[src/rtl/multdiv_pkg.sv]
// ============================================================================
// Module   : multdiv_pkg
// Brief    : Shared encodings and helpers for the multi-cycle mul/div unit.
// Revision : 1.0 - initial release
// ============================================================================
`default_nettype none

package multdiv_pkg;

    localparam logic [1:0] ST_IDLE = 2'd0;
    localparam logic [1:0] ST_MUL  = 2'd1;
    localparam logic [1:0] ST_DIV  = 2'd2;
    localparam logic [1:0] ST_DONE = 2'd3;

    localparam int ITER = 32;

    localparam logic [31:0] INT_MIN = 32'h8000_0000;

    localparam logic OP_MUL = 1'b0;
    localparam logic OP_DIV = 1'b1;

    // Unsigned magnitude; INT_MIN maps to 0x80000000, which still fits.
    function automatic logic [31:0] abs32(input logic [31:0] x);
        return x[31] ? (~x + 32'd1) : x;
    endfunction

endpackage

`default_nettype wire

[src/rtl/multdiv_step.sv]
// ============================================================================
// Module   : multdiv_step
// Brief    : One combinational iteration: Booth radix-2 step or non-restoring
//            division step on a 33-bit partial accumulator.
// Revision : 1.0 - initial release
// ============================================================================
`default_nettype none

module multdiv_step (
    input  logic        mode,
    input  logic [32:0] acc,
    input  logic [31:0] q,
    input  logic        q_m1,
    input  logic [31:0] operand,
    output logic [32:0] acc_next,
    output logic [31:0] q_next,
    output logic        q_m1_next
);
    import multdiv_pkg::*;

    logic [32:0] w_sum;
    logic [32:0] w_shifted;

    always_comb begin
        w_sum     = acc;
        w_shifted = {acc[31:0], q[31]};
        acc_next  = acc;
        q_next    = q;
        q_m1_next = 1'b0;
        if (mode == OP_MUL) begin
            case ({q[0], q_m1})
                2'b01:   w_sum = acc + {operand[31], operand};
                2'b10:   w_sum = acc - {operand[31], operand};
                default: w_sum = acc;
            endcase
            acc_next  = {w_sum[32], w_sum[32:1]};
            q_next    = {w_sum[0], q[31:1]};
            q_m1_next = q[0];
        end else begin
            // Divisor magnitude is at most 2^31, so 33 signed bits never overflow.
            w_sum    = acc[32] ? (w_shifted + {1'b0, operand})
                               : (w_shifted - {1'b0, operand});
            acc_next = w_sum;
            q_next   = {q[30:0], ~w_sum[32]};
        end
    end

endmodule

`default_nettype wire

[src/rtl/multdiv_unit.sv]
// ============================================================================
// Module   : multdiv_unit
// Brief    : Multi-cycle signed 32-bit multiplier/divider with registered
//            result, exception flag and one-cycle ready strobe.
// Revision : 1.0 - initial release
// ============================================================================
`default_nettype none

module multdiv_unit #(
    parameter int DATA_W = 32,
    parameter int ITER   = 32
) (
    input  logic              clock,
    input  logic              reset,
    input  logic [DATA_W-1:0] data_operandA,
    input  logic [DATA_W-1:0] data_operandB,
    input  logic              ctrl_MULT,
    input  logic              ctrl_DIV,
    output logic [DATA_W-1:0] data_result,
    output logic              data_exception,
    output logic              data_resultRDY,
    output logic              busy
);
    import multdiv_pkg::*;

    logic [1:0]        r_state;
    logic [5:0]        r_cnt;
    logic              r_op;
    logic [32:0]       r_acc;
    logic [31:0]       r_q;
    logic              r_qm1;
    logic [31:0]       r_operand;
    logic              r_neg;
    logic              r_div_zero;
    logic              r_div_ovf;
    logic [DATA_W-1:0] r_result;
    logic              r_exc;
    logic              r_rdy;
    logic              r_busy;

    logic              w_start;
    logic              w_op;
    logic [32:0]       w_acc_next;
    logic [31:0]       w_q_next;
    logic              w_qm1_next;
    logic [63:0]       w_product;
    logic              w_mul_ovf;
    logic [31:0]       w_fix_result;
    logic              w_fix_exc;

    assign w_start = ctrl_MULT | ctrl_DIV;
    assign w_op    = ctrl_MULT ? OP_MUL : OP_DIV;

    multdiv_step u_step (
        .mode      (r_op),
        .acc       (r_acc),
        .q         (r_q),
        .q_m1      (r_qm1),
        .operand   (r_operand),
        .acc_next  (w_acc_next),
        .q_next    (w_q_next),
        .q_m1_next (w_qm1_next)
    );

    // Sign fix-up and exception detection, consumed in the DONE cycle.
    always_comb begin
        w_product    = {r_acc[31:0], r_q};
        w_mul_ovf    = !((&w_product[63:31]) || !(|w_product[63:31]));
        w_fix_result = r_q;
        w_fix_exc    = 1'b0;
        if (r_op == OP_MUL) begin
            w_fix_result = r_q;
            w_fix_exc    = w_mul_ovf;
        end else if (r_div_zero) begin
            w_fix_result = 32'd0;
            w_fix_exc    = 1'b1;
        end else if (r_div_ovf) begin
            w_fix_result = INT_MIN;
            w_fix_exc    = 1'b1;
        end else begin
            w_fix_result = r_neg ? (~r_q + 32'd1) : r_q;
            w_fix_exc    = 1'b0;
        end
    end

    always_ff @(posedge clock) begin
        if (reset) begin
            r_state    <= ST_IDLE;
            r_cnt      <= 6'd0;
            r_op       <= OP_MUL;
            r_acc      <= 33'd0;
            r_q        <= 32'd0;
            r_qm1      <= 1'b0;
            r_operand  <= 32'd0;
            r_neg      <= 1'b0;
            r_div_zero <= 1'b0;
            r_div_ovf  <= 1'b0;
            r_result   <= '0;
            r_exc      <= 1'b0;
            r_rdy      <= 1'b0;
            r_busy     <= 1'b0;
        end else begin
            r_rdy  <= 1'b0;
            r_busy <= w_start || (r_state != ST_IDLE);
            // The DONE cycle always delivers, even if a new start arrives with it.
            if (r_state == ST_DONE) begin
                r_result <= w_fix_result;
                r_exc    <= w_fix_exc;
                r_rdy    <= 1'b1;
            end
            if (w_start) begin
                r_op       <= w_op;
                r_cnt      <= 6'd0;
                r_acc      <= 33'd0;
                r_qm1      <= 1'b0;
                r_neg      <= data_operandA[31] ^ data_operandB[31];
                r_div_zero <= (data_operandB == 32'd0);
                r_div_ovf  <= (data_operandA == INT_MIN) && (data_operandB == 32'hFFFF_FFFF);
                if (w_op == OP_MUL) begin
                    r_state   <= ST_MUL;
                    r_q       <= data_operandB;
                    r_operand <= data_operandA;
                end else begin
                    r_state   <= ST_DIV;
                    r_q       <= abs32(data_operandA);
                    r_operand <= abs32(data_operandB);
                end
            end else begin
                case (r_state)
                    ST_MUL, ST_DIV: begin
                        r_acc <= w_acc_next;
                        r_q   <= w_q_next;
                        r_qm1 <= w_qm1_next;
                        if (r_cnt == 6'(ITER - 1)) begin
                            r_state <= ST_DONE;
                        end else begin
                            r_cnt <= r_cnt + 6'd1;
                        end
                    end
                    ST_DONE: r_state <= ST_IDLE;
                    default: r_state <= ST_IDLE;
                endcase
            end
        end
    end

    assign data_result    = r_result;
    assign data_exception = r_exc;
    assign data_resultRDY = r_rdy;
    assign busy           = r_busy;

endmodule

`default_nettype wire

[config.mk]
export PLATFORM = sky130hd
export DESIGN_NAME = multdiv_unit
export DESIGN_NICKNAME = d
export VERILOG_FILES = /design/src/rtl/multdiv_pkg.sv /design/src/rtl/multdiv_step.sv /design/src/rtl/multdiv_unit.sv
export SDC_FILE = /design/constraint.sdc
export NUM_CORES = 1
export LEC_CHECK = 0
export BUFFER_PORTS_ARGS = -buffer_cell sky130_fd_sc_hd__buf_2
export CELL_PAD_IN_SITES_DETAIL_PLACEMENT = 1
export CELL_PAD_IN_SITES_GLOBAL_PLACEMENT = 1
export CORE_MARGIN = 5
export CORE_UTILIZATION = 49
export DETAILED_ROUTE_END_ITERATION = 12
export MAX_ROUTING_LAYER = met4
export PLACE_DENSITY = 0.85
export SYNTH_ARGS = -nofsm -noshare
export SYNTH_HDL_FRONTEND = slang
export SYNTH_SLANG_ARGS = --single-unit
[constraint.sdc]
create_clock -name clock -period 10.24 [get_ports clock]
set_input_delay 2.048 -clock clock [delete_from_list [all_inputs] [get_ports clock]]
set_output_delay 2.048 -clock clock [all_outputs]
set_load 0.05 [all_outputs]
[After elaboration in Yosys (flattened, before gate mapping)]
Cells that the tools add are included.
W data, S select, Z words.
Cells by class
  mux-type cells: 24
  reduce and logical (&&, ||, !) cells: 13
  add/sub/neg operators: 8
  bitwise gates (word level): 7
  equality and inequality tests: 9
Operators with widths (count)
  $mux W32: 11
  $add A32 B1 Y32 const B: 3
  $not A32 Y32: 3
  $mux W33: 2
  $pmux W33 S2: 1
  $eq A32 B32 Y1 const B: 2
  $add A33 B32 Y33: 1
  $add A33 B33 Y33: 1
  $reduce_and A33 Y1: 1
  $reduce_or A33 Y1: 1
  $sub A33 B32 Y33: 1
  $sub A33 B33 Y33: 1
  $logic_not A32 Y1: 1
  $mux W2: 4
  $add A6 B1 Y6 const B: 1
  $eq A2 B2 Y1 const B: 3
  $eq A6 B5 Y1 const B: 1
  $mux W1: 6
  $eq A2 B1 Y1 const B: 2
  $reduce_bool A2 Y1: 2
  $reduce_or A2 Y1: 2
  $ne A3 B3 Y1 const B: 1
  $logic_not A1 Y1: 2
  $logic_or A1 B1 Y1: 2
  5 further kinds: 6
Storage, ports and cells
  register bits: 145
  output and inout bits: 35
  word-level logic and storage cells: 75
  input port bits: 68

[Logic depth before layout (Yosys ltp)]
Gate-level depths: netlist of run 1.
  word-level depth: 6
  depth in mapped cells: 22
  depth with buffers taken out: 19

[Cells and area by module]
Synthesis of run 1 repeated with hierarchy kept, for this count alone.
Second synthesis, totals
  cell total of the unflattened synthesis: 1766
  area, all modules: 13457.9 um^2
By module, submodules not included
  multdiv_unit: cells an instance 974, sequential area each 2902.8 um^2, area an instance 8095.3 um^2, instances 1
  multdiv_step: cells an instance 792, sequential area each 0.0 um^2, area an instance 5362.6 um^2, instances 1

[Least setup slack after synthesis of run 1]
OpenSTA, ideal clock, no wires.
  path type: register to register
  start point: reg r_operand[2]
  end point: reg r_acc[32]
  library setup time: 133 ps
  setup slack: 5831 ps
  data required time: 10107 ps
  clock period less this slack: 4409 ps
  path buffers: 2
  arrival time: 4276 ps
  stages on the path, launching flop included: 22
  cell sequence: dfxtp_1 -> clkbuf_1 -> nor3_1 -> and3_1 -> nor3b_2 -> nor3b_2 -> and2_1 -> nor3b_2 -> nor3b_1 -> nor2_1 -> xnor2_1 -> ha_1 -> clkbuf_1 -> nand4_1 -> nor2_1 -> a211oi_1 -> o31ai_2 -> a31o_2 -> a221oi_2 -> nor2_1 -> a2111oi_1 -> a21oi_1
Between the ends
  word-level cells in the longest chain between the ends: 3
  elaborated cells between the ends (all ways): 7
  classes of those cells: add/sub: 4; mux: 3
Ends and longest elaborated chain
  start: declaration: RTL line multdiv_unit.sv:32  | logic [31:0] r_operand;
  start signal: assignment: RTL line multdiv_unit.sv:122  | r_operand <= data_operandA;
  start signal: assignment: RTL line multdiv_unit.sv:126  | r_operand <= abs32(data_operandB);
  $sub A33 B33 Y33, or another cell as far along: RTL line multdiv_step.sv:33  | 2'b10: w_sum = acc - {operand[31], operand};
  $pmux W33 S2 or $mux W33 (tied branches): RTL line multdiv_step.sv:31, multdiv_step.sv:41
  $mux W33 *: RTL line multdiv_step.sv:30  | if (mode == OP_MUL) begin
  end signal: assignment: RTL line multdiv_unit.sv:131  | r_acc <= w_acc_next;
  end: declaration: RTL line multdiv_unit.sv:29  | logic [32:0] r_acc;
Mark *: on every way between the ends. The rest lies on a longest branch, timed or not.
A chain may end at the register's enable or synchronous reset.

[Final worst setup path of run 1]
  start point: reg r_operand[2]
  end point: reg r_q[0]
Between the ends
  word-level cells in the longest chain between the ends: 6
  elaborated cells between the ends (all ways): 7
  classes of those cells: add/sub: 2; mux: 4; bitwise: 1
Ends and longest elaborated chain
  $sub A33 B32 Y33 or $add A33 B32 Y33 (tied branches): RTL line multdiv_step.sv:42, multdiv_step.sv:41
  $mux W33 *: RTL line multdiv_step.sv:41  | w_sum = acc[32] ? (w_shifted + {1'b0, operand})
  $not A1 Y1 *: RTL line multdiv_step.sv:44  | q_next = {q[30:0], ~w_sum[32]};
  $mux W32 *: RTL line multdiv_step.sv:30
  $mux W32 *: RTL line multdiv_unit.sv:129  | case (r_state)
  $mux W32 *: RTL line multdiv_unit.sv:111  | if (w_start) begin
  end signal: assignment: RTL line multdiv_unit.sv:121  | r_q <= data_operandB;
  end signal: assignment: RTL line multdiv_unit.sv:125  | r_q <= abs32(data_operandA);
  end signal: assignment: RTL line multdiv_unit.sv:132  | r_q <= w_q_next;
  end: declaration: RTL line multdiv_unit.sv:30  | logic [31:0] r_q;
Mark *: on every way between the ends. The rest lies on a longest branch, timed or not. The select of a mux whose other input is x is not followed.

==> results.md, run 1 <==
* Result of the run: complete, no violations
* Post-CTS setup repair buffer count at 0
* Setup violators final at 0
* CP max FO at 6
* Depth of the most critical reg-to-reg path at 19
* Logic gate share of total power at 0.320
* Post-detailed-route count of antenna-violating nets at 0
* Initial antenna violation count at 1
* Power per standard cell area at 136 nW/um^2
* Post-Syn Instances at between 1500 and 2000
* Final period utilization at 0.503
* Fraction of the yosys area taken by sequential cells at 0.216
* Switching power share of the total at 0.386
* Net switching component of the power at between 700 and 800 uW
* Mean Syn Cell Area at about 7.4 um^2
* Unique cell type count in the Yosys netlist at 84
* Critical hold path startpoint: data_result[31]
* Number of enable-type register cells in the synthesized netlist at 0
* Number of remaining DRC errors at 0
* Pin count of the biggest net entering global routing at 84
* Leakage at between 5 and 6 nW
* Routability cong. at ~1
* # fillers at approximately 3500
* DRC marker count from the first detailed-route iteration at 1172
* Setup crit end kind: flip-flop
* TritonCTS clock tree: done
* Hold path depth at 2
* VDD IR-drop max at between 0.07 and 0.08 mV
* Longest Clk Path Bufs at 2
* Setup Total Neg Slack at 0 ps
* Transition time of the tightest slew-check pin at 1210 ps
* Critical path class: flip-flop to flip-flop
* Reg-to-reg slack, setup at 5090 ps
* Detailed placer's ending HPWL at 37900 um
* Final max-slew violation count at 0
* Worst min-delay path category: flip-flop to flip-flop
* Area post-placement at 14000 um^2
* Routed wire length at between 50000 and 60000 um
* Total number of clock tree sinks at roughly 150
* Die W at roughly 180 um
* Synthesized Nets at roughly 2000
* Global-route wire length before repair at just over 80000 um
* CTS Root Buffer Type: sky130_fd_sc_hd__clkbuf_16
* Unrepaired setup endpoints after global routing: no
* Area of all placed cells without fillers at 14700 um^2
* Worst hold slack at ~490 ps
* Worst-path clk slew at 70 ps
* Utilization after layout at 0.543
* Initial Utilization at 0.498
* Critical R2R Capture: r_q[0]
* Layout-stage area growth over the synthesis result at 9.13%
* Via total after detailed routing at 14521
* Worst Path Arrival at 5500 ps
* Number of max-cap violations at 0
* Final layout net count at roughly 2000
* Post-detailed-route wirelength per cell at 23.6 um
* Final Hold Viols at 0
* Clock latency on the worst-skew pair at approximately 440 ps
* Number of global-route vias before repair at between 10000 and 15000
* Post-CTS Resized at 0
* Die footprint at 30900 um^2
* Reg-to-reg startpoint: r_operand[2]
* Share of post-route cells with drive strength above 1 at 0.102
* Chip height at around 180 um
* Clock Power Share at 0.355
* Global-route total usage across every layer at 0.335
* Number of detailed-routing iterations run before antenna repair at 5
* Hold Crit Endpoint: data_result[31]
* Clock buffers created by TritonCTS at 17
* Maximum clock rate at just under 200 MHz
* Netlist Area Pre-Place at 13500 um^2
* Most instantiated flip-flop cell in the synthesis netlist: sky130_fd_sc_hd__dfxtp_1
* Post-synthesis sequential element count at approximately 150
* Average vias per placed instance at about 6.6
* YS warnings at 0
* Top-level I/O count at 103
* Final Critical Period at 5150 ps
* Layout Skew at 13.9 ps
* Sequential share of power at 0.325
* Gr ovfl total at 0
* Htree depth at 4
* Data required time at the worst endpoint at about 11000 ps
* Rows at 60
* Proportion of register bits with asynchronous set or reset after synthesis at 0
* Cts-stage hold buffer count at 0
* Final Power at roughly 2 mW
* Port Buffer Count at slightly above 100
* Worst max-slew margin expressed relative to the limit at 0.185
* Standard cell core area at about 27000 um^2
* Int Pwr at 1.22 mW
* Nature of the critical path startpoint: flip-flop
synthesized netlist by cell type, types with 12 or more instances:
library cell,instances,area (um^2)
sky130_fd_sc_hd__nor2_1,270,1010
sky130_fd_sc_hd__a21oi_1,193,966
sky130_fd_sc_hd__dfxtp_1,145,2900
sky130_fd_sc_hd__xor2_1,115,1010
sky130_fd_sc_hd__clkbuf_1,96,360
sky130_fd_sc_hd__nand2_1,95,357
sky130_fd_sc_hd__o21ai_0,95,475
sky130_fd_sc_hd__xnor2_1,85,744
sky130_fd_sc_hd__ha_1,74,926
sky130_fd_sc_hd__a211oi_1,60,450
sky130_fd_sc_hd__nor3_1,52,260
sky130_fd_sc_hd__nor2b_1,48,300
sky130_fd_sc_hd__mux2i_1,43,430
sky130_fd_sc_hd__inv_1,34,128
sky130_fd_sc_hd__a221oi_1,28,245
sky130_fd_sc_hd__nand4_1,27,169
sky130_fd_sc_hd__o31ai_1,25,188
sky130_fd_sc_hd__a21o_1,23,173
sky130_fd_sc_hd__nand3_1,22,110
sky130_fd_sc_hd__nor4_1,22,138
sky130_fd_sc_hd__or3_1,18,113
sky130_fd_sc_hd__a31oi_1,17,106
sky130_fd_sc_hd__buf_1,17,63.8
sky130_fd_sc_hd__nand2b_1,14,87.6
sky130_fd_sc_hd__and2_1,12,75.1
kinds of logic (layout without fill, tap and decap cells):
kind of cell | Yosys count | count (layout) | synth area share
flops | 145 | 145 | 0.216
xor+xnor | 200 | 200 | 0.130
other cells | 0 | 1 | 0
compound gates | 552 | 552 | 0.264
buf+inv | 156 | 182 | 0.0450
fa+ha+maj | 76 | 76 | 0.0718
simple gates | 646 | 646 | 0.238
mux | 46 | 46 | 0.0348
worst max-delay path, stage by stage (launching register included):
cell,delay (ps)
sky130_fd_sc_hd__dfxtp_1,390
sky130_fd_sc_hd__nor3_1,370
sky130_fd_sc_hd__and3_1,300
sky130_fd_sc_hd__nor3b_2,250
sky130_fd_sc_hd__nor3b_2,270
sky130_fd_sc_hd__and2_1,200
sky130_fd_sc_hd__nor3b_2,230
sky130_fd_sc_hd__nor3b_1,300
sky130_fd_sc_hd__nor2_1,90
sky130_fd_sc_hd__xor2_1,180
sky130_fd_sc_hd__ha_1,380
sky130_fd_sc_hd__o211ai_1,130
sky130_fd_sc_hd__o21ai_0,340
sky130_fd_sc_hd__a21oi_1,140
sky130_fd_sc_hd__a211oi_2,490
sky130_fd_sc_hd__a21oi_1,210
sky130_fd_sc_hd__a31oi_1,270
sky130_fd_sc_hd__xnor2_1,140
sky130_fd_sc_hd__a21o_1,190
sky130_fd_sc_hd__a211oi_1,210
power groups by stage:
stage	clock [mW]	sequential [mW]	combinational (mW)
floorplan	0	0.632	0.457
global placement	0	0.656	0.598
detailed placement	0	0.658	0.617
CTS	0.715	0.646	0.627
global route	0.735	0.651	0.691
finish	0.708	0.649	0.638
cell usage in the layout, fill, tap and decap left out, types with 27 or more instances in the layout:
master	synthesis	routed
sky130_fd_sc_hd__a21oi_1	193	193
sky130_fd_sc_hd__nand2_1	95	95
sky130_fd_sc_hd__buf_2	6	99
sky130_fd_sc_hd__nor3_1	52	51
sky130_fd_sc_hd__dfxtp_1	145	144
sky130_fd_sc_hd__o21ai_0	95	95
sky130_fd_sc_hd__nor2_1	270	269
sky130_fd_sc_hd__a221oi_1	28	28
sky130_fd_sc_hd__a211oi_1	60	60
sky130_fd_sc_hd__ha_1	74	74
sky130_fd_sc_hd__xnor2_1	85	85
sky130_fd_sc_hd__mux2i_1	43	43
sky130_fd_sc_hd__nor2b_1	48	48
sky130_fd_sc_hd__xor2_1	115	115
sky130_fd_sc_hd__nand4_1	27	27
sky130_fd_sc_hd__inv_1	34	34
worst max-delay path by stage:
| stage | start | endpoint | cells past startpoint |
|---|---|---|---|
| after CTS | r_operand[2] | r_q[0] | 19 |
| after floorplan | r_operand[2] | r_acc[32] | 21 |
| after global routing | r_operand[2] | r_q[0] | 19 |
| after detailed placement | r_operand[2] | r_q[0] | 19 |
| final | r_operand[2] | r_q[0] | 19 |
| after global placement | r_operand[2] | r_acc[32] | 19 |
metal layers:
layer	vias to the layer above	global-route usage	share of wire
met4	0	0.133	0.042
met5	-	-	0
met1	7117	0.418	0.42
met3	144	0.0435	0.069
met2	616	0.551	0.47
li1	6644	-	-
layout make-up:
class / instances / area (um^2) / share of cell area
multi-input cells: 1520 / 9960 / 0.678
flip-flops and latches: 145 / 2910 / 0.198
repair buffers: 116 / 623 / 0.0424
well taps: 341 / 427 / 0.0291
clock buffers: 17 / 425 / 0.0290
clock inverters: 15 / 214 / 0.0146
inverters: 34 / 128 / 0.00869
diodes: 1 / 2.50 / 0.000170
state kept, by name (all words and copies together), names as in the netlist:
register        cells
r_state             2
r_cnt               6
r_div_ovf           1
data_resultRDY      1
data_result        32
r_operand          32
r_op                1
r_neg               1
r_acc              33
data_exception      1
r_qm1               1
r_div_zero          1
busy                1
r_q                32
through the flow:
step           cells  setup WS, ps
2_1_floorplan   1821          5830
3_3_place_gp    2156          5400
3_5_place_dp    2156          5170
4_1_cts         2188          5150
5_1_grt         2189          4510
6_report        2189          5090
No activity file was read; power rests on OpenSTA's default activity.
==> inputs of run 2 (changes only) <==
--- a/config.mk
+++ b/config.mk
@@ -9,10 +9,10 @@
 export CELL_PAD_IN_SITES_DETAIL_PLACEMENT = 1
 export CELL_PAD_IN_SITES_GLOBAL_PLACEMENT = 1
 export CORE_MARGIN = 5
-export CORE_UTILIZATION = 49
+export CORE_UTILIZATION = 41
 export DETAILED_ROUTE_END_ITERATION = 12
 export MAX_ROUTING_LAYER = met4
-export PLACE_DENSITY = 0.85
+export PLACE_DENSITY = 0.76
 export SYNTH_ARGS = -nofsm -noshare
 export SYNTH_HDL_FRONTEND = slang
 export SYNTH_SLANG_ARGS = --single-unit
==> constraint.sdc (replaced) <==
create_clock -name clock -period 4.1 [get_ports clock]
set_input_delay 0.82 -clock clock [delete_from_list [all_inputs] [get_ports clock]]
set_output_delay 0.82 -clock clock [all_outputs]
set_load 0.05 [all_outputs]
==> results.md, run 2 (synthesized netlist as in run 1, its figures left out) <==
* Result of the run: finished, violations left (was complete, no violations)
* Failing checks: negative setup slack
* Multi-input gate area at 10500 um^2 (was 9960 um^2)
* Number of max-cap violations at 0 (unchanged)
* Critical path class: flip-flop to flip-flop (unchanged)
* Final Critical Period at 4270 ps (was 5150 ps)
* Reg-to-reg slack, setup at -170 ps (was 5090 ps)
* Final max-slew violation count at 0 (unchanged)
* DRC marker count from the first detailed-route iteration at 1112 (was 1172)
* Worst-path clk slew at 70 ps (about the same)
* Sequential share of power at 0.314 (was 0.325)
* Global-route wire length before repair at 82400 um (was 81000 um)
* Final Hold Viols at 0 (unchanged)
* Number of remaining DRC errors at 0 (unchanged)
* Number of detailed-routing iterations run before antenna repair at 5 (unchanged)
* Setup violators final at 7 (was 0)
* VDD IR-drop max at 0.207 mV (was 0.0790 mV)
* Detailed placer's ending HPWL at 40400 um (was 37900 um)
* Initial antenna violation count at 10 (was 1)
* Rows at 66 (was 60)
* Worst min-delay path category: flip-flop to flip-flop (unchanged)
* Area post-placement at 14900 um^2 (was 14000 um^2)
* Most common cell after layout, fill and taps aside: sky130_fd_sc_hd__nor2_1 (unchanged)
* Final Power at 5.10 mW (was 1.99 mW)
* Setup crit end kind: flip-flop (unchanged)
* Layout-stage area growth over the synthesis result at 21.1% (was 9.13%)
* Port Buffer Count at 102 (unchanged)
* Post-detailed-route wirelength per cell at 22.3 um (was 23.6 um)
* Unrepaired setup endpoints after global routing: yes (was no)
* Routability cong. at 0.999 (was 0.984)
* Clock latency on the worst-skew pair at 430 ps (was 440 ps)
* Longest Clk Path Bufs at 2 (unchanged)
* Data required time at the worst endpoint at 4430 ps (was 10590 ps)
* Critical R2R Capture: r_acc[29] (was r_q[0])
* Post-detailed-route count of antenna-violating nets at 0 (unchanged)
* Number of flip-flops under the largest register name at 33 (unchanged)
* Maximum clock rate at 234 MHz (was 194 MHz)
* Worst path setup slack after routing at -165 ps (was 5090 ps)
* Chip height at 191 um (was 176 um)
* Initial Utilization at 0.415 (was 0.498)
* Net switching component of the power at 1.97 mW (was 770 uW)
* CTS Root Buffer Type: sky130_fd_sc_hd__clkbuf_16 (unchanged)
* Worst Path Arrival at 4590 ps (was 5500 ps)
* Termination of the worst setup path: r_acc[29] (was r_q[0])
* Number of global-route vias before repair at 14645 (was 14586)
* Clock buffers created by TritonCTS at 17 (unchanged)
* Maximum cell stage delay along the critical path at 380 ps (was 490 ps)
* Int Pwr at 3.13 mW (was 1.22 mW)
* Cell with the biggest individual delay on the critical path: sky130_fd_sc_hd__ha_1 (was sky130_fd_sc_hd__a211oi_2)
* Global-route total usage across every layer at 0.291 (was 0.335)
* Depth of the most critical reg-to-reg path at 21 (was 19)
* Power per standard cell area at 313 nW/um^2 (was 136 nW/um^2)
* Clock Power Share at 0.311 (was 0.355)
* Top library cells by usage in the layout, fill and taps aside: 262 x sky130_fd_sc_hd__nor2_1, 184 x sky130_fd_sc_hd__a21oi_1, 142 x sky130_fd_sc_hd__buf_4, 140 x sky130_fd_sc_hd__dfxtp_1, 114 x sky130_fd_sc_hd__xor2_1 (was 269 x sky130_fd_sc_hd__nor2_1, 193 x sky130_fd_sc_hd__a21oi_1, 144 x sky130_fd_sc_hd__dfxtp_1, 115 x sky130_fd_sc_hd__xor2_1, 99 x sky130_fd_sc_hd__buf_2)
* Crit. Startpoint: r_operand[4] (was r_operand[2])
* Seq. cell area at 2910 um^2 (about the same)
* Nature of the critical path startpoint: flip-flop (unchanged)
* Transition time of the tightest slew-check pin at 1340 ps (was 1210 ps)
* Share of post-route cells with drive strength above 1 at 0.200 (was 0.102)
* Pin count of the biggest net entering global routing at 76 (was 84)
* Die W at 191 um (was 176 um)
* Final layout net count at 2108 (was 1978)
* Layout Skew at 12.8 ps (was 13.9 ps)
* Cts-stage hold buffer count at 0 (unchanged)
* Standard cell core area at 32500 um^2 (was 27000 um^2)
* Via total after detailed routing at 14611 (was 14521)
* Average vias per placed instance at 6.01 (was 6.63)
* Gr ovfl total at 0 (unchanged)
* Total number of clock tree sinks at 145 (unchanged)
* Switching power share of the total at 0.386 (about the same)
* Register bank with the most flops: r_acc (unchanged)
* Routed wire length at 54200 um (was 51600 um)
* Cells traversed along the worst timing path: nor3_4 > and3_4 > buf_6 > and3b_1 > nor3b_4 > nor3b_4 > nand2b_1 > buf_4 > nor2_4 > nor2_1 > xor2_1 > ha_1 > o21ai_0 > o21bai_1 > a211oi_1 > o21bai_1 > a211oi_1 > a21oi_1 > a21oi_1 > nor4_2 > a22o_1 (was nor3_1 > and3_1 > nor3b_2 > nor3b_2 > and2_1 > nor3b_2 > nor3b_1 > nor2_1 > xor2_1 > ha_1 > o211ai_1 > o21ai_0 > a21oi_1 > a211oi_2 > a21oi_1 > a31oi_1 > xnor2_1 > a21o_1 > a211oi_1)
* TritonCTS clock tree: done (unchanged)
* Worst max-slew margin expressed relative to the limit at 0.101 (was 0.185)
* Top-level I/O count at 103 (unchanged)
* Reg-to-reg startpoint: r_operand[4] (was r_operand[2])
* Area of all placed cells without fillers at 16300 um^2 (was 14700 um^2)
* Leakage at 6.63 nW (was 5.91 nW)
* Htree depth at 4 (unchanged)
* Final period utilization at 1.04 (was 0.503)
* # fillers at 4080 (was 3456)
* Die footprint at 36500 um^2 (was 30900 um^2)
* CP max FO at 6 (unchanged)
* Logic gate share of total power at 0.375 (was 0.320)
[run 2: cell types whose count changed in the layout (fill, tap and decap cells not counted), sizes merged, moves of 3 or more]
cell / before / now
buf: 116 / 246
diode: 1 / 13
inv: 44 / 41
clkbuf: 17 / 21
clkinvlp: 0 / 3
[run 2: power groups by stage]
stage | sequential, mW | clock, mW | combinational (mW)
final | 1.60 | 1.58 | 1.91
after floorplan | 1.58 | 0 | 1.14
after global placement | 1.62 | 0 | 1.68
after global routing | 1.61 | 1.65 | 2.06
after detailed placement | 1.62 | 0 | 1.72
after CTS | 1.59 | 1.59 | 1.77
[run 2: worst min path at each step]
stage	start	endpoint	cells past startpoint
floorplan	r_div_ovf	r_div_ovf	2
global placement	data_result[1]	data_result[1]	2
detailed placement	data_result[31]	data_result[31]	2
CTS	data_result[31]	data_result[31]	2
global route	data_result[31]	data_result[31]	2
finish	data_result[31]	data_result[31]	2
[run 2: critical path, delay by kind of cell (launching register included)]
family                   cells  cell delay (ps)
XOR/XNOR                     1              150
AND/OR/NAND/NOR              9             1450
flip-flops                   1              340
buffers and inverters        2              270
adder cells (fa/ha/maj)      1              380
AO/OA/AOI/OAI                8             1580
[run 2: timing repair]
item / CTS / global route
hold endpoints to repair: 0 / 0
buffers inserted: 11 / 22
setup endpoints to repair: 10 / 18
pin swaps: 25 / 56
resized for setup: 33 / 78
[run 2: cell type report]
class	instances	area share
tap	442	0.0339
antenna	13	0.00200
timing repair buffer	246	0.0998
clock inverter	11	0.00729
inverter	34	0.00798
multi-input combinational	1520	0.643
clock buffer	21	0.0276
sequential	145	0.179
[run 2: per-layer routing]
layer | up-vias | routed length [um] | global-route usage | share of wire
li1 | 6910 | - | - | -
met1 | 7162 | 23600 | 0.376 | 0.44
met2 | 454 | 25700 | 0.479 | 0.47
met3 | 85 | 3600 | 0.0469 | 0.066
met4 | 0 | 1330 | 0.0743 | 0.024
met5 | - | 0 | - | 0
[run 2: through the flow]
stage | setup TNS (ps) | worst slack (ps) | util | hold slack [ps] | cells
6_report | -633 | -165 | 0.502 | 481 | 2432
5_1_grt | -3610 | -387 | 0.502 | 535 | 2429
4_1_cts | -5.20 | -5.06 | 0.485 | 488 | 2398
3_5_place_dp | -2180 | -350 | 0.460 | 477 | 2355
3_3_place_gp | -1030 | -195 | 0.460 | 474 | 2355
2_1_floorplan | 0 | 9.96 | - | 455 | 1821
==> inputs of run 3 (changes only) <==
--- a/config.mk
+++ b/config.mk
@@ -5,11 +5,12 @@
 export SDC_FILE = /design/constraint.sdc
 export NUM_CORES = 1
 export LEC_CHECK = 0
+export ABC_AREA = 1
 export BUFFER_PORTS_ARGS = -buffer_cell sky130_fd_sc_hd__buf_2
 export CELL_PAD_IN_SITES_DETAIL_PLACEMENT = 1
 export CELL_PAD_IN_SITES_GLOBAL_PLACEMENT = 1
 export CORE_MARGIN = 5
-export CORE_UTILIZATION = 41
+export CORE_UTILIZATION = 39
 export DETAILED_ROUTE_END_ITERATION = 12
 export MAX_ROUTING_LAYER = met4
 export PLACE_DENSITY = 0.76
==> results.md, run 3 <==
* Top library cells by usage in the layout, fill and taps aside: 692 x sky130_fd_sc_hd__nand2_1, 291 x sky130_fd_sc_hd__inv_1, 248 x sky130_fd_sc_hd__a21oi_1, 246 x sky130_fd_sc_hd__nor2_1, 219 x sky130_fd_sc_hd__o21ai_0 (was 262 x sky130_fd_sc_hd__nor2_1, 184 x sky130_fd_sc_hd__a21oi_1, 142 x sky130_fd_sc_hd__buf_4, 140 x sky130_fd_sc_hd__dfxtp_1, 114 x sky130_fd_sc_hd__xor2_1)
* Post-detailed-route count of antenna-violating nets at 0 (unchanged)
* Result of the run: complete, no violations (was finished, violations left)
* Number of detailed-routing iterations run before antenna repair at 5 (unchanged)
* Diode insertion count for antenna repair at 0 (was 13)
* Initial Utilization at 0.391 (was 0.415)
* Clock latency on the worst-skew pair at 470 ps (was 430 ps)
* Post-synthesis sequential element count at 145 (unchanged)
* Longest Clk Path Bufs at 2 (unchanged)
* Detailed placer's ending HPWL at 57000 um (was 40400 um)
* Standard cell core area at 39500 um^2 (was 32500 um^2)
* Portion of synthesized cell area occupied by the leading cell type at 0.188 (was 0.216)
* Gr ovfl total at 0 (unchanged)
* CTS Root Buffer Type: sky130_fd_sc_hd__clkbuf_16 (unchanged)
* Most repeated cell in the gate-level netlist after synthesis: sky130_fd_sc_hd__nand2_1 (was sky130_fd_sc_hd__nor2_1)
* Number of remaining DRC errors at 0 (unchanged)
* VDD IR-drop max at 0.216 mV (was 0.207 mV)
* Worst hold slack at 463 ps (was 481 ps)
* Clock buffers created by TritonCTS at 17 (unchanged)
* Cts-stage hold buffer count at 0 (unchanged)
* Power per standard cell area at 311 nW/um^2 (was 313 nW/um^2)
* Commonest cells in the synthesized netlist: 692 x sky130_fd_sc_hd__nand2_1, 291 x sky130_fd_sc_hd__inv_1, 248 x sky130_fd_sc_hd__a21oi_1, 248 x sky130_fd_sc_hd__nor2_1, 219 x sky130_fd_sc_hd__o21ai_0 (was 270 x sky130_fd_sc_hd__nor2_1, 193 x sky130_fd_sc_hd__a21oi_1, 145 x sky130_fd_sc_hd__dfxtp_1)
* Transition time of the tightest slew-check pin at 1220 ps (was 1340 ps)
* Critical path class: flip-flop to flip-flop (unchanged)
* Setup violators final at 0 (was 7)
* Fraction of the yosys area taken by sequential cells at 0.188 (was 0.216)
* Number of max-cap violations at 0 (unchanged)
* Routability cong. at 1.01 (was 0.999)
* Reg-to-reg slack, setup at 290 ps (was -170 ps)
* Top-level I/O count at 103 (unchanged)
* Mean Syn Cell Area at 5.85 um^2 (was 7.39 um^2)
* Number of enable-type register cells in the synthesized netlist at 0 (unchanged)
* Worst Path Arrival at 4170 ps (was 4590 ps)
* DRC marker count from the first detailed-route iteration at 1114 (was 1112)
* Pin count of the biggest net entering global routing at 76 (unchanged)
* Leakage at 8.01 nW (was 6.63 nW)
* Final period utilization at 0.929 (was 1.04)
* Number of global-route vias before repair at 18947 (was 14645)
* Final Critical Period at 3810 ps (was 4270 ps)
* Unique cell type count in the Yosys netlist at 61 (was 84)
* Most instantiated flip-flop cell in the synthesis netlist: sky130_fd_sc_hd__dfxtp_1 (unchanged)
* Worst-path clk slew at 70 ps (about the same)
* YS warnings at 0 (unchanged)
* Final max-slew violation count at 0 (unchanged)
* Post-Syn Instances at 2638 (was 1821)
* Setup crit end kind: flip-flop (unchanged)
* Final layout net count at 2818 (was 2108)
* Chip height at 209 um (was 191 um)
* Unrepaired setup endpoints after global routing: no (was yes)
* Synth area leader: sky130_fd_sc_hd__dfxtp_1 (unchanged)
* Global-route wire length before repair at 109000 um (was 82400 um)
* Maximum clock rate at 263 MHz (was 234 MHz)
* Global-route total usage across every layer at 0.327 (was 0.291)
* TritonCTS clock tree: done (unchanged)
* Routed wire length at 71300 um (was 54200 um)
* Proportion of register bits with asynchronous set or reset after synthesis at 0 (unchanged)
* Most common cell after layout, fill and taps aside: sky130_fd_sc_hd__nand2_1 (was sky130_fd_sc_hd__nor2_1)
* Share of post-route cells with drive strength above 1 at 0.0997 (was 0.200)
* Nature of the critical path startpoint: flip-flop (unchanged)
* Setup Total Neg Slack at 0 ps (was -633 ps)
* Average vias per placed instance at 5.73 (was 6.01)
* Largest cells by area after synthesis: sky130_fd_sc_hd__dfxtp_1 19%, sky130_fd_sc_hd__nand2_1 17%, sky130_fd_sc_hd__a21oi_1 8.0%, sky130_fd_sc_hd__o21ai_0 7.1%, sky130_fd_sc_hd__inv_1 7.1% (was sky130_fd_sc_hd__dfxtp_1 22%, sky130_fd_sc_hd__nor2_1 7.5%, sky130_fd_sc_hd__xor2_1 7.5%, sky130_fd_sc_hd__a21oi_1 7.2%, sky130_fd_sc_hd__ha_1 6.9%)
* Initial antenna violation count at 0 (was 10)
* Layout Skew at 12.8 ps (about the same)
* Die footprint at 43700 um^2 (was 36500 um^2)
* Port Buffer Count at 102 (unchanged)
* Utilization after layout at 0.428 (was 0.502)
* Final Hold Viols at 0 (unchanged)
* Data required time at the worst endpoint at 4470 ps (was 4430 ps)
* Via total after detailed routing at 18405 (was 14611)
* Register bank with the most flops: r_acc (unchanged)
* Number of flip-flops under the largest register name at 33 (unchanged)
* Post-detailed-route wirelength per cell at 22.2 um (was 22.3 um)
* Total number of clock tree sinks at 145 (unchanged)
* Layout-stage area growth over the synthesis result at 9.47% (was 21.1%)
* CP max FO at 6 (unchanged)
* Worst max-slew margin expressed relative to the limit at 0.183 (was 0.101)
* Htree depth at 4 (unchanged)
* Netlist Area Pre-Place at 15400 um^2 (was 13500 um^2)
* Die W at 209 um (was 191 um)
* Rows at 73 (was 66)
* Worst min-delay path category: flip-flop to flip-flop (unchanged)
* Synthesized Nets at 2782 (was 1965)
[run 3: cell types whose count changed after synthesis, sizes merged, moves of 37 or more]
cell,delta
a211oi,-47
a21oi,+55
inv,+273
mux2i,-42
nand2,+610
nand3,+167
nor2b,-48
o21ai,+145
xnor2,-68
xor2,-37
[run 3: what timing repair did]
| action | CTS | global route |
|---|---|---|
| setup endpoints to repair | 0 | 2 |
| hold endpoints to repair | 0 | 0 |
| gates resized for setup | 0 | 2 |
| buffers inserted | 0 | 1 |
[run 3: kinds of logic (layout without fill, tap and decap cells)]
| logic type | after synthesis | in the layout | share of synthesized area |
|---|---|---|---|
| flops | 145 | 145 | 0.188 |
| xor+xnor | 95 | 95 | 0.0539 |
| mux | 1 | 1 | 0.000648 |
| buf+inv | 420 | 469 | 0.108 |
| compound gates | 603 | 603 | 0.212 |
| simple gates | 1298 | 1298 | 0.376 |
| fa+ha+maj | 76 | 76 | 0.0625 |
[run 3: cell type report]
class                   instances  area (um^2)
fillers                      5564        22600
multi-input cells            2073        10900
flip-flops and latches        145         2910
inverters                     310         1160
repair buffers                127          711
well taps                     525          657
clock buffers                  19          453
clock inverters                13          118
[run 3: path summary, 6_finish.rpt]
path,start,endpoint,cells after the start
max,r_operand[17],r_acc[29],20
min,data_result[5],data_result[5],2
max reg2reg,r_operand[17],r_acc[29],20
min reg2reg,data_result[5],data_result[5],2
[run 3: report_power, final]
part           total (mW)  internal (mW)  switching, mW
logic                2.01          0.588           1.43
clock network        1.61          0.832          0.773
registers            1.64           1.48          0.158
total                5.26           2.90           2.36
[run 3: routing by layer]
metal  vias up  global-route usage  share of wire  routed length, um
li1       8785                   -              -                  -
met1      8871               0.380           0.41              29300
met2       564               0.572           0.49              35200
met3       185              0.0314          0.044               3160
met4         0               0.151          0.051               3630
met5         -                   -              0                  0
[run 3: per-stage QoR]
step	worst slack, ps	area (um^2)	cells	total power [mW]
global route	12.3	16900	3212	5.53
CTS	356	16900	3211	5.24
detailed placement	369	16300	3179	3.64
floorplan	1180	15400	2638	2.94
finish	293	16900	3212	5.26
global placement	446	16300	3179	3.60
[run 3: critical path, cell delays in order, from the launching register on]
cell                      delay (ps)
sky130_fd_sc_hd__dfxtp_1         470
sky130_fd_sc_hd__nor2_2          230
sky130_fd_sc_hd__inv_2            80
sky130_fd_sc_hd__nor3_4          140
sky130_fd_sc_hd__nand4_4         180
sky130_fd_sc_hd__nor3_4          210
sky130_fd_sc_hd__xor2_1          120
sky130_fd_sc_hd__nand2_1          70
sky130_fd_sc_hd__o21ai_0         220
sky130_fd_sc_hd__ha_1            500
sky130_fd_sc_hd__nand2_1         140
sky130_fd_sc_hd__nor2_1          250
sky130_fd_sc_hd__nand2_1         150
sky130_fd_sc_hd__nor4_1          210
sky130_fd_sc_hd__nand2_1         180
sky130_fd_sc_hd__nand3_1         100
sky130_fd_sc_hd__nand3_1          80
sky130_fd_sc_hd__nand2_1         140
sky130_fd_sc_hd__nand3_1          70
sky130_fd_sc_hd__nand2_1          80
sky130_fd_sc_hd__inv_1            40
